<file path="src/rtl/shift_cmd_pkg.sv">
// Shared types and defaults for the shift-register command sequencer.
// Holds the FIFO entry layout, FSM states and the idle direction code.
package shift_cmd_pkg;

    localparam int DATA_W_DEF = 8;
    localparam int DIR_W_DEF  = 3;
    localparam int CNT_W_DEF  = 4;

    localparam logic [2:0] DIR_IDLE = 3'b000;

    typedef struct packed {
        logic [DIR_W_DEF-1:0]  dir;
        logic [DATA_W_DEF-1:0] data;
        logic [CNT_W_DEF-1:0]  count;
    } cmd_t;

    typedef enum logic {
        S_IDLE  = 1'b0,
        S_ISSUE = 1'b1
    } state_t;

endpackage

</file>
<file path="src/rtl/shift_cmd_fifo.sv">
// Synchronous command FIFO with registered empty and not-full flags.
// Entries are flat {dir, data, count} words; flush clears it in one edge.
module shift_cmd_fifo #(
    parameter int W     = 15,
    parameter int DEPTH = 4
) (
    input  logic         clk,
    input  logic         reset,
    input  logic         push,
    input  logic         pop,
    input  logic         flush,
    input  logic [W-1:0] wdata,
    output logic [W-1:0] rdata,
    output logic         empty,
    output logic         empty_nxt,
    output logic         ready
);

    localparam int AW = (DEPTH > 1) ? $clog2(DEPTH) : 1;
    localparam int CW = $clog2(DEPTH + 1);

    logic [W-1:0]  mem [DEPTH];
    logic [AW-1:0] wr_ptr;
    logic [AW-1:0] rd_ptr;
    logic [CW-1:0] cnt;
    logic [CW-1:0] cnt_nxt;

    always_comb begin
        cnt_nxt = cnt;
        if (flush) begin
            cnt_nxt = '0;
        end else if (push && !pop) begin
            cnt_nxt = cnt + CW'(1);
        end else if (pop && !push) begin
            cnt_nxt = cnt - CW'(1);
        end
    end

    assign empty_nxt = (cnt_nxt == '0);
    assign rdata     = mem[rd_ptr];

    // Ready stays low through reset and rises on the first live edge.
    always_ff @(posedge clk or negedge reset) begin
        if (!reset) begin
            wr_ptr <= '0;
            rd_ptr <= '0;
            cnt    <= '0;
            empty  <= 1'b1;
            ready  <= 1'b0;
        end else begin
            cnt   <= cnt_nxt;
            empty <= (cnt_nxt == '0);
            ready <= (cnt_nxt != CW'(DEPTH));
            if (flush) begin
                wr_ptr <= '0;
                rd_ptr <= '0;
            end else begin
                if (push) wr_ptr <= wr_ptr + AW'(1);
                if (pop)  rd_ptr <= rd_ptr + AW'(1);
            end
        end
    end

    always_ff @(posedge clk) begin
        if (push && !flush) mem[wr_ptr] <= wdata;
    end

endmodule

</file>
<file path="src/rtl/shift_cmd_seq.sv">
// Command sequencer: queues {dir, data, count} commands and replays each
// one on the shift register control pins for count+1 cycles.
module shift_cmd_seq
    import shift_cmd_pkg::*;
#(
    parameter int DATA_W = DATA_W_DEF,
    parameter int DIR_W  = DIR_W_DEF,
    parameter int CNT_W  = CNT_W_DEF,
    parameter int DEPTH  = 4
) (
    input  logic              clk,
    input  logic              reset,
    input  logic              cmd_valid,
    output logic              cmd_ready,
    input  logic [DIR_W-1:0]  cmd_dir,
    input  logic [DATA_W-1:0] cmd_data,
    input  logic [CNT_W-1:0]  cmd_count,
    input  logic              flush,
    output logic              enable,
    output logic [DATA_W-1:0] data_in,
    output logic [DIR_W-1:0]  shift_direction,
    output logic              busy,
    output logic              done
);

    localparam int W = DIR_W + DATA_W + CNT_W;

    state_t             state;
    state_t             state_nxt;
    logic [CNT_W-1:0]   rem;
    logic               push;
    logic               pop;
    logic               load;
    logic               empty;
    logic               empty_nxt;
    logic [W-1:0]       head;
    logic [DIR_W-1:0]   h_dir;
    logic [DATA_W-1:0]  h_data;
    logic [CNT_W-1:0]   h_count;

    assign push = cmd_valid && cmd_ready && !flush;
    assign {h_dir, h_data, h_count} = head;

    shift_cmd_fifo #(
        .W     (W),
        .DEPTH (DEPTH)
    ) u_fifo (
        .clk       (clk),
        .reset     (reset),
        .push      (push),
        .pop       (pop),
        .flush     (flush),
        .wdata     ({cmd_dir, cmd_data, cmd_count}),
        .rdata     (head),
        .empty     (empty),
        .empty_nxt (empty_nxt),
        .ready     (cmd_ready)
    );

    always_comb begin
        state_nxt = state;
        pop       = 1'b0;
        load      = 1'b0;
        unique case (state)
            S_IDLE: begin
                if (!empty) begin
                    pop       = 1'b1;
                    load      = 1'b1;
                    state_nxt = S_ISSUE;
                end
            end
            S_ISSUE: begin
                // Chain the next command on the last cycle to avoid a gap.
                if (rem == '0) begin
                    if (!empty) begin
                        pop  = 1'b1;
                        load = 1'b1;
                    end else begin
                        state_nxt = S_IDLE;
                    end
                end
            end
            default: state_nxt = S_IDLE;
        endcase
        if (flush) begin
            state_nxt = S_IDLE;
            pop       = 1'b0;
            load      = 1'b0;
        end
    end

    always_ff @(posedge clk or negedge reset) begin
        if (!reset) begin
            state           <= S_IDLE;
            rem             <= '0;
            enable          <= 1'b0;
            data_in         <= '0;
            shift_direction <= DIR_W'(DIR_IDLE);
            busy            <= 1'b0;
            done            <= 1'b0;
        end else begin
            state <= state_nxt;
            busy  <= (state_nxt == S_ISSUE) || !empty_nxt;
            if (load) begin
                enable          <= 1'b1;
                data_in         <= h_data;
                shift_direction <= h_dir;
                rem             <= h_count;
                done            <= (h_count == '0);
            end else if (state_nxt == S_ISSUE) begin
                rem  <= rem - CNT_W'(1);
                done <= (rem == CNT_W'(1));
            end else begin
                enable          <= 1'b0;
                data_in         <= '0;
                shift_direction <= DIR_W'(DIR_IDLE);
                rem             <= '0;
                done            <= 1'b0;
            end
        end
    end

endmodule
</file>
<file path="config.mk">
export PLATFORM = sky130hd
export DESIGN_NAME = shift_cmd_seq
export DESIGN_NICKNAME = d
export VERILOG_FILES = /design/src/rtl/shift_cmd_pkg.sv /design/src/rtl/shift_cmd_fifo.sv /design/src/rtl/shift_cmd_seq.sv
export SDC_FILE = /design/constraint.sdc
export NUM_CORES = 1
export LEC_CHECK = 0
export ABC_AREA = 0
export BUFFER_PORTS_ARGS = -buffer_cell sky130_fd_sc_hd__buf_2
export CAP_MARGIN = 5
export CORE_UTILIZATION = 52
export CTS_CLUSTER_DIAMETER = 80
export DETAILED_ROUTE_END_ITERATION = 10
export HOLD_SLACK_MARGIN = 0.05
export PLACE_DENSITY = 0.74
export REMOVE_ABC_BUFFERS = 1
export SETUP_SLACK_MARGIN = 0.02
export SYNTH_ARGS = -nofsm -noshare
export SYNTH_HDL_FRONTEND = slang
export SYNTH_SLANG_ARGS = --single-unit
</file>
<file path="constraint.sdc">
create_clock -name clk -period 1.9 [get_ports clk]
set_input_delay 0.38 -clock clk [delete_from_list [all_inputs] [get_ports clk]]
set_output_delay 0.38 -clock clk [all_outputs]
set_load 0.01 [all_outputs]
</file>
* Yosys cells after proc, flatten, opt, wreduce, memory -nomap -nowiden
Memories as Yosys holds them, arrays and structs flattened.
Index checks and enable logic that the tools add are counted.
** Word-level totals
- Output and inout port bits :: 15
- Memories :: 1
- Bits of input ports :: 19
- Word-level logic and storage cells :: 63
- Memory bits (writable) :: 60
- Register bits :: 28
** Memories
- u_fifo.mem :: depth 4, width 15, read ports 1, clocked after Yosys merged registers in 0, wr ports 1, line shift_cmd_fifo.sv:22 : logic [W-1:0] mem [DEPTH];
** Operators by class
- Muxes and demuxes :: 26
- Eq/ne operators :: 3
- Bitwise gates (word level) :: 1
- Add/subtract/negate cells :: 5
- Reductions and logical operators :: 15
** Operators with widths (number)
- $mux 8 :: 2
- $mux 3 :: 5
- $mux 1 :: 11
- $logic_not 4->1 :: 2
- $mux 2 :: 4
- $mux 4 :: 2
- $logic_and 1x1->1 :: 5
- $add 2x1->2 const B :: 2
- $eq 4x1->1 const B :: 1
- $logic_not 1->1 :: 4
- $pmux 1 s2 :: 2
- $reduce_bool 2->1 :: 2
- $sub 4x1->4 const B :: 1
- $add 3x1->3 const B :: 1
- $logic_not 3->1 :: 1
- $ne 3x3->1 const B :: 1
- $sub 3x1->3 const B :: 1
- $ne 2x1->1 const B :: 1
- $logic_or 1x1->1 :: 1
- $not 1->1 :: 1

* Logic depth before layout (Yosys ltp)
Gate-level depths: netlist (run 1).
- Word-level depth :: 11
- Depth in mapped cells :: 7
- Gate-level depth less buffers :: 6

* Hierarchy
A second synthesis (run 1) with hierarchy kept.
** Second synthesis, totals
- Cell total of the unflattened synthesis :: 193
- Area, all modules :: 3587.2 um^2
** By module, submodules not included
- shift_cmd_fifo :: cells an instance 134, sequential area each 2028.2 um^2, instances 1, area each 2773.9 um^2
- shift_cmd_seq :: cells an instance 59, sequential area each 475.5 um^2, instances 1, area each 813.3 um^2

* Least setup slack after synthesis (run 1)
OpenSTA, ideal clock, no wires.
- Path type :: register to register
- Start :: register rem[0]
- End :: register busy
- Cell stages (with the launch flop) :: 7
- Buffers on the path :: 0
- Period minus slack after synthesis :: 1807 ps
- Setup time :: 124 ps
- Required time :: 1776 ps
- Arrival time :: 1683 ps
- Slack :: 93 ps
- Cell sequence :: dfrtp_1 -> inv_1 -> ha_1 -> nor4b_2 -> o211a_1 -> o21ai_2 -> a211o_1
** Between the ends
- Word-level cells in the longest chain between the ends :: 11
- Elaborated cells between the ends (all ways) :: 16
- Those cells by class :: 9 x mux; 7 x reduce/logical
** RTL lines
- start, declared :: line shift_cmd_seq.sv:30 : logic [CNT_W-1:0] rem;
- start signal, assigned :: line shift_cmd_seq.sv:108 : rem <= h_count;
- start signal, assigned :: line shift_cmd_seq.sv:111 : rem <= rem - CNT_W'(1);
- $logic_not 4->1 * :: line shift_cmd_seq.sv:74 : if (rem == '0) begin
- $mux 1 :: line shift_cmd_seq.sv:74
- $pmux 1 s2 :: line shift_cmd_seq.sv:64 : unique case (state)
- $mux 1 :: line shift_cmd_seq.sv:85 : if (flush) begin
- $logic_and 1x1->1 or $logic_not 1->1 (tied branches) :: line shift_cmd_fifo.sv:34, shift_cmd_fifo.sv:32
- $mux 3 or $logic_and 1x1->1 (tied branches) :: line shift_cmd_fifo.sv:34, shift_cmd_fifo.sv:32
- $mux 3 :: line shift_cmd_fifo.sv:32 : end else if (push && !pop) begin
- $mux 3 :: line shift_cmd_fifo.sv:30 : if (flush) begin
- $logic_not 3->1 :: line shift_cmd_fifo.sv:39 : assign empty_nxt = (cnt_nxt == '0);
- $logic_not 1->1 :: line shift_cmd_seq.sv:103 : busy <= (state_nxt == S_ISSUE) || !empty_nxt;
- $logic_or 1x1->1 * :: line shift_cmd_seq.sv:103
- end signal, assigned :: line shift_cmd_seq.sv:103
- end, declared :: line shift_cmd_seq.sv:22 : output logic busy,
Mark *: on every way between the ends. The rest lies on a longest branch, timed or not.
A chain may end at the register's enable or synchronous reset.

* Worst setup path after layout (run 1)
- Start :: register rem[0]
- End :: register busy
** Between the ends
- Word-level cells in the longest chain between the ends :: 11
- Elaborated cells between the ends (all ways) :: 16
- Those cells by class :: 9 x mux; 7 x reduce/logical
** RTL lines
- $logic_not 4->1 * :: line shift_cmd_seq.sv:74
- $mux 1 * :: line shift_cmd_seq.sv:74
- $pmux 1 s2 * :: line shift_cmd_seq.sv:64
- $mux 1 * :: line shift_cmd_seq.sv:85
- $logic_and 1x1->1 or $logic_not 1->1 (tied branches) :: line shift_cmd_fifo.sv:34, shift_cmd_fifo.sv:32
- $mux 3 or $logic_and 1x1->1 (tied branches) :: line shift_cmd_fifo.sv:34, shift_cmd_fifo.sv:32
- $mux 3 * :: line shift_cmd_fifo.sv:32
- $mux 3 * :: line shift_cmd_fifo.sv:30
- via u_fifo.cnt_nxt[2] :: line shift_cmd_fifo.sv:26 : logic [CW-1:0] cnt_nxt;
- $logic_not 3->1 * :: line shift_cmd_fifo.sv:39
- $logic_not 1->1 * :: line shift_cmd_seq.sv:103
- $logic_or 1x1->1 * :: line shift_cmd_seq.sv:103
The timed path passes the listed nets; every way through them passes the cells marked *.

==> run summary, run 1 <==
status - completed
clock latency on the worst-skew pair - 350 ps
Post-DRT Antenna Nets - 0
max-slew violations - 0
Core Rows - 29
Initial DRC Count - 114
share of layout cells above drive strength 1 - 37.4%
routed wire length per instance - 19.4 um
power per cell area - 1400 mW/mm^2
Post-Synthesis Cell Area - 0.00355 mm^2
final setup vio count - 0
clk sinks - 88
Post-Syn Instances - 198
DP Wirelength - 4240 um
Worst setup EP type - flip-flop
Yosys warning total - 0
vias in the first global route - 2042
Die X - 84.6 um
setup TNS - 0 ps
Worst EP required - 2140 ps
top-area cell type share of the netlist area - 50.8%
Post-synth EDFFs - 60
#FFs+latches synth - 88
clk_skew - 9.39 ps
Core ar. - 0.00646 mm^2
placed cells - 316
maximum vdd ir drop - 0.648 mV
Setup Crit Path Kind - reg2reg
final instance area - 0.00419 mm^2
die area - 0.00716 mm^2
final std cells w/o fill - 334
clk slew on worst S/H paths - 90 ps
R2R Path Start - rem[0]$_DFF_PN0_
Via-to-Cell Ratio - 5.91
worst-path fanout max - 4
GRT Util Overall - 19.8%
port bufs - 33
Synth area leader - edfxtp_1
Worst-Margin Slew - 658 ps
CTS tree - built
clk root buf - clkbuf_8
Fmax - 0.538 GHz
commonest cells in the netlist - edfxtp_1 (60), dfrtp_1 (27), a22o_1 (15), mux4_2 (15), ha_1 (9)
Placement Cell Area - 0.00394 mm^2
synth top area cells - edfxtp_1 (51%), dfrtp_1 (19%), mux4_2 (9.5%), a22o_1 (3.7%), ha_1 (3.2%)
top_reg_cell synth - edfxtp_1
final period demand of the worst path - 1860 ps
slew margin rel. - 56.1%
initial antenna violation count - 0
Via Count - 1974
Starting Density - 55.0%
share of the yosys chip area belonging to registers - 70.5%
CTS Buffer Depth - 2
post-route setup slack - 40.7 ps
Yosys cell types - 43
# IOs - 34
TritonCTS Buffers - 9
Setup crit start kind - flip-flop
Worst path top cell family by delay - simple AND/OR/NAND/NOR gates
crit share post-route - 97.9%
ANT cells - 0
endpoints failing hold - 0
Syn Area/Cell - 17.9 um^2
crit path max-delay cell type - or4b_4
pin count of the biggest net entering global routing - 29
first-pass GRT wire length - 10300 um
Final Wtd Congestion - 0.782
Detailed Routing Iterations Pass 1 - 6
Worst Setup SP - rem[0]$_DFF_PN0_
Post-Route WL - 6470 um
Synth async-reset ratio - 31.8%
worst path bufs/invs - 2
cts hold-fix bufs - 0
Max-cap violations - 0
most common cell in the netlist - edfxtp_1
Die Y - 84.6 um
CP Cell Sequence - inv_2 > ha_4 > or4b_4 > nand4_1 > nand4_2 > buf_4 > a211o_1
DRC - 0
GRT Residual Overflow - 0
Layout area overhead - 17.9%
nets@finish - 280
worst endpoint data arrival time - 2100 ps
CP peak stage delay - 490 ps
pre-CTS setup slack - 27.3 ps
H-Tree Level Count - 3
Hold WC Path Type - in2async
RSZ-0062 raised after global routing - true
Pleak - 0.00164 uW
## worst reg2reg max path: stages, from the launching register on
cell and delay, ps:
dfrtp_1 410, inv_2 90, ha_4 140, or4b_4 490, nand4_1 110, nand4_2 130, buf_4 160, a211o_1 220
## state kept, by name, summed over array words and instances (netlist names), 2 cells and up
| signal | cells |
|---|---|
| u_fifo.cnt | 3 |
| u_fifo.wr_ptr | 2 |
| shift_direction | 3 |
| data_in | 8 |
| u_fifo.rd_ptr | 2 |
| rem | 4 |
| u_fifo.mem | 60 |
## through the flow
| step | hold WS [ps] | total power (uW) | utilization, % |
|---|---|---|---|
| final | 51.1 | 5880 | 64.8 |
| after CTS | 68.7 | 5810 | 64.1 |
| after floorplan | 84.4 | 3830 | - |
| after detailed placement | 458 | 4510 | 60.9 |
| after global placement | 450 | 4460 | 60.9 |
| after global routing | 96.2 | 6190 | 64.8 |
## routing by layer
layer | vias up | routed length [um] | GRT usage, % | share of wire (%)
met3 | 9 | 272 | 4.92 | 4.2
met4 | 0 | 71 | 6.01 | 1.1
met1 | 1023 | 2710 | 24.9 | 42
met5 | - | 0 | 0 | 0
li1 | 884 | - | - | -
met2 | 58 | 3420 | 34.1 | 53
## cells in the final DEF (no fill, tap or decap), types with 5 or more instances in the layout
cell,instances
mux4_2,15
a22o_1,15
buf_2,33
clkbuf_8,10
inv_1,5
dfrtp_1,27
and2_1,5
nor2_1,8
a21oi_1,5
edfxtp_1,60
buf_12,5
buf_4,12
ha_1,8
## power by group
group          switching (uW)  leakage, uW  internal (uW)
clock                     641     0.000107            648
combinational             977     0.000622            976
sequential                250     0.000910           2380
## area by class of cell
type / count / area [um^2]
fillers: 463 / 2270
clock buffers: 10 / 138
repair buffers: 50 / 355
inverters: 7 / 26.3
clock inverters: 6 / 66.3
flip-flops and latches: 88 / 2500
well taps: 77 / 96.3
multi-input cells: 96 / 1000
## logic make-up (layout without fill, tap and decap cells)
kind of cell / Yosys count / count (layout) / synth area share [%]
buf+inv: 14 / 73 / 1.80
flops: 88 / 88 / 70.5
simple gates: 33 / 33 / 5.67
fa+ha+maj: 9 / 9 / 3.17
compound gates: 34 / 34 / 8.07
xor+xnor: 5 / 5 / 1.23
mux: 15 / 15 / 9.52
## path summary, 6_finish.rpt
path                                         endpoint  slack, ps  depth (start not counted)
max in group asynchronous      data_in[0]$_DFFE_PN0P_       1420                          1
setup reg to reg                       busy$_DFF_PN0_         40                          7
hold reg to reg                    enable$_DFFE_PN0P_        490                          1
setup / recovery                       busy$_DFF_PN0_         40                          7
hold / removal                        state$_DFF_PN0_         50                          1
min in group clk           u_fifo.mem[1][7]$_DFFE_PP_        240                          1
## timing repair
item / in CTS / in global routing
setup buffers: 0 / 2
endpoints found under the setup margin: 2 / 20
pin swaps: 0 / 1
endpoints found under the hold margin: 0 / 0
gates resized for setup: 2 / 3
(Power assumes the default switching activity.)
==> run 2: changes to the inputs <==
--- a/config.mk
+++ b/config.mk
@@ -8,13 +8,15 @@
 export ABC_AREA = 0
 export BUFFER_PORTS_ARGS = -buffer_cell sky130_fd_sc_hd__buf_2
 export CAP_MARGIN = 5
-export CORE_UTILIZATION = 52
+export CELL_PAD_IN_SITES_DETAIL_PLACEMENT = 1
+export CELL_PAD_IN_SITES_GLOBAL_PLACEMENT = 2
+export CORE_UTILIZATION = 39
 export CTS_CLUSTER_DIAMETER = 80
 export DETAILED_ROUTE_END_ITERATION = 10
 export HOLD_SLACK_MARGIN = 0.05
 export PLACE_DENSITY = 0.74
 export REMOVE_ABC_BUFFERS = 1
-export SETUP_SLACK_MARGIN = 0.02
+export SETUP_SLACK_MARGIN = 0.3
 export SYNTH_ARGS = -nofsm -noshare
 export SYNTH_HDL_FRONTEND = slang
 export SYNTH_SLANG_ARGS = --single-unit
==> run 2 against run 1 <==
Flip-flop and latch count stayed put. Sequential share of layout area is 1.5 points lower. Register-to-register slack better by 40 ps. Via count up 1.5%. Core utilization shrank 16 points. Hold slack better by 3.1 ps. Clock skew barely moved. Global-route usage is 3.3 points lower. Clock-buffer cell count stayed put. First-iteration DRC count is 8.8% lower.
==> run summary, run 2 (synthesized netlist as in run 1, its figures left out) <==
clk_skew - 9.05 ps (was 9.39 ps)
worst endpoint data arrival time - 2060 ps (was 2100 ps)
endpoints failing hold - 0 (unchanged)
pre-CTS setup slack - 44.5 ps (was 27.3 ps)
pin count of the biggest net entering global routing - 29 (unchanged)
DP Wirelength - 4720 um (was 4240 um)
clk slew on worst S/H paths - 90 ps (about the same)
# IOs - 34 (unchanged)
worst path bufs/invs - 2 (unchanged)
most frequent cells in the layout - edfxtp_1 (60), buf_2 (33), dfrtp_1 (26) (was edfxtp_1 (60), buf_2 (33), dfrtp_1 (27))
Finished Core Util - 49.0% (was 64.8%)
Pleak - 0.00167 uW (was 0.00164 uW)
max FFs per register - 60 (unchanged)
Worst setup EP type - flip-flop (unchanged)
Worst path top cell family by delay - simple AND/OR/NAND/NOR gates (unchanged)
CP peak stage delay - 480 ps (was 490 ps)
Via-to-Cell Ratio - 5.37 (was 5.91)
maximum vdd ir drop - 0.517 mV (was 0.648 mV)
clk sinks - 88 (unchanged)
Worst Setup SP - rem[1]$_DFF_PN0_ (was rem[0]$_DFF_PN0_)
crit share post-route - 95.7% (was 97.9%)
status - completed (unchanged)
GRT Util Overall - 16.5% (was 19.8%)
Detailed Routing Iterations Pass 1 - 4 (was 6)
Hold WC Path Type - in2async (unchanged)
Final Wtd Congestion - 0.737 (was 0.782)
post-route setup slack - 81.4 ps (was 40.7 ps)
Fmax - 0.550 GHz (was 0.538 GHz)
crit path max-delay cell type - or4b_4 (unchanged)
Via Count - 2003 (was 1974)
Worst-Margin Slew - 673 ps (was 658 ps)
FF-to-FF setup slack - 80 ps (was 40 ps)
share of layout cells above drive strength 1 - 39.6% (was 37.4%)
Die X - 97.4 um (was 84.6 um)
clock latency on the worst-skew pair - 350 ps (about the same)
CTS Buffer Depth - 2 (unchanged)
CTS tree - built (unchanged)
H-Tree Level Count - 3 (unchanged)
R2R cell count - 7 (unchanged)
Post-Route WL - 7250 um (was 6470 um)
Largest Register - u_fifo.mem (unchanged)
Setup crit start kind - flip-flop (unchanged)
die area - 0.00949 mm^2 (was 0.00716 mm^2)
TritonCTS Buffers - 9 (unchanged)
most common cell after layout, fill and taps aside - edfxtp_1 (unchanged)
Worst EP required - 2140 ps (about the same)
vias in the first global route - 2213 (was 2042)
cts hold-fix bufs - 0 (unchanged)
port bufs - 33 (unchanged)
power per cell area - 1410 mW/mm^2 (was 1400 mW/mm^2)
GRT Residual Overflow - 0 (unchanged)
Core Rows - 34 (was 29)
reg2reg end - busy$_DFF_PN0_ (unchanged)
final setup vio count - 0 (unchanged)
Die Y - 97.4 um (was 84.6 um)
Post-DRT Antenna Nets - 0 (unchanged)
Max-cap violations - 0 (unchanged)
final period demand of the worst path - 1820 ps (was 1860 ps)
Core ar. - 0.00876 mm^2 (was 0.00646 mm^2)
routed wire length per instance - 19.4 um (about the same)
Layout area overhead - 20.9% (was 17.9%)
nets@finish - 288 (was 280)
first-pass GRT wire length - 11700 um (was 10300 um)
initial antenna violation count - 0 (unchanged)
Setup Crit Path Kind - reg2reg (unchanged)
ANT cells - 0 (unchanged)
largest registers - u_fifo.mem (60), data_in (8), rem (4) (unchanged)
RSZ-0062 raised after global routing - true (unchanged)
worst-path fanout max - 4 (unchanged)
CP Cell Sequence - inv_2 > ha_4 > or4b_4 > nand4_1 > nand4_2 > buf_6 > a211o_1 (was inv_2 > ha_4 > or4b_4 > nand4_1 > nand4_2 > buf_4 > a211o_1)
DRC - 0 (unchanged)
R2R Path Start - rem[1]$_DFF_PN0_ (was rem[0]$_DFF_PN0_)
max-slew violations - 0 (unchanged)
Initial DRC Count - 104 (was 114)
slew margin rel. - 55.1% (was 56.1%)
Starting Density - 40.5% (was 55.0%)
clk root buf - clkbuf_8 (unchanged)
[run 2: how the worst max path moves through the flow]
| stage | endpoint | slack (ps) | cells after the start |
|---|---|---|---|
| after floorplan | done$_DFF_PN0_ | -20 | 3 |
| after global placement | u_fifo.ready$_DFF_PN0_ | 100 | 6 |
| after detailed placement | busy$_DFF_PN0_ | 40 | 7 |
| after CTS | busy$_DFF_PN0_ | 90 | 7 |
| after global routing | busy$_DFF_PN0_ | 10 | 7 |
| final | busy$_DFF_PN0_ | 80 | 7 |
[run 2: worst reg2reg max path, stage by stage (launching register included)]
cell	delay (ps)
dfrtp_1	400
inv_2	80
ha_4	140
or4b_4	480
nand4_1	120
nand4_2	130
buf_6	150
a211o_1	220
[run 2: layout make-up]
| type | instances | area, um^2 |
|---|---|---|
| clock buffers | 10 | 128 |
| flip-flops and latches | 88 | 2500 |
| fillers | 855 | 4470 |
| well taps | 108 | 135 |
| clock inverters | 6 | 68.8 |
| repair buffers | 58 | 427 |
| inverters | 7 | 26.3 |
| multi-input cells | 96 | 1000 |
[run 2: through the flow]
step / std cells / hold slack (ps) / total power, uW / TNS, ps / area (um^2)
6_report: 373 / 54.2 / 6040 / 0 / 4290
2_1_floorplan: 191 / 84.4 / 3830 / -23.9 / 3510
3_5_place_dp: 349 / 462 / 4590 / 0 / 3990
5_1_grt: 373 / 83.3 / 6390 / 0 / 4290
4_1_cts: 371 / 72.6 / 6070 / 0 / 4270
3_3_place_gp: 349 / 460 / 4530 / 0 / 3990
[run 2: timing repair]
item / in CTS / in global routing
gates resized for setup: 7 / 3
pin swaps: 2 / 1
cloned: 0 / 0
setup endpoints to repair: 23 / 29
setup buffers: 6 / 2
[run 2: layer usage]
layer	vias up	part of all wire (%)	global-route usage, %
met2	40	51	28.0
li1	903	-	-
met5	-	0	0
met4	0	0.80	4.07
met3	6	3.4	5.40
met1	1054	45	20.3
[run 2: report_power, final]
group / switching [uW] / internal [uW] / total [uW] / leakage (uW)
Combinational: 1030 / 1090 / 2110 / 0.000663
Clock: 671 / 618 / 1290 / 0.000102
Sequential: 255 / 2390 / 2640 / 0.000909
Total: 1950 / 4090 / 6040 / 0.00167
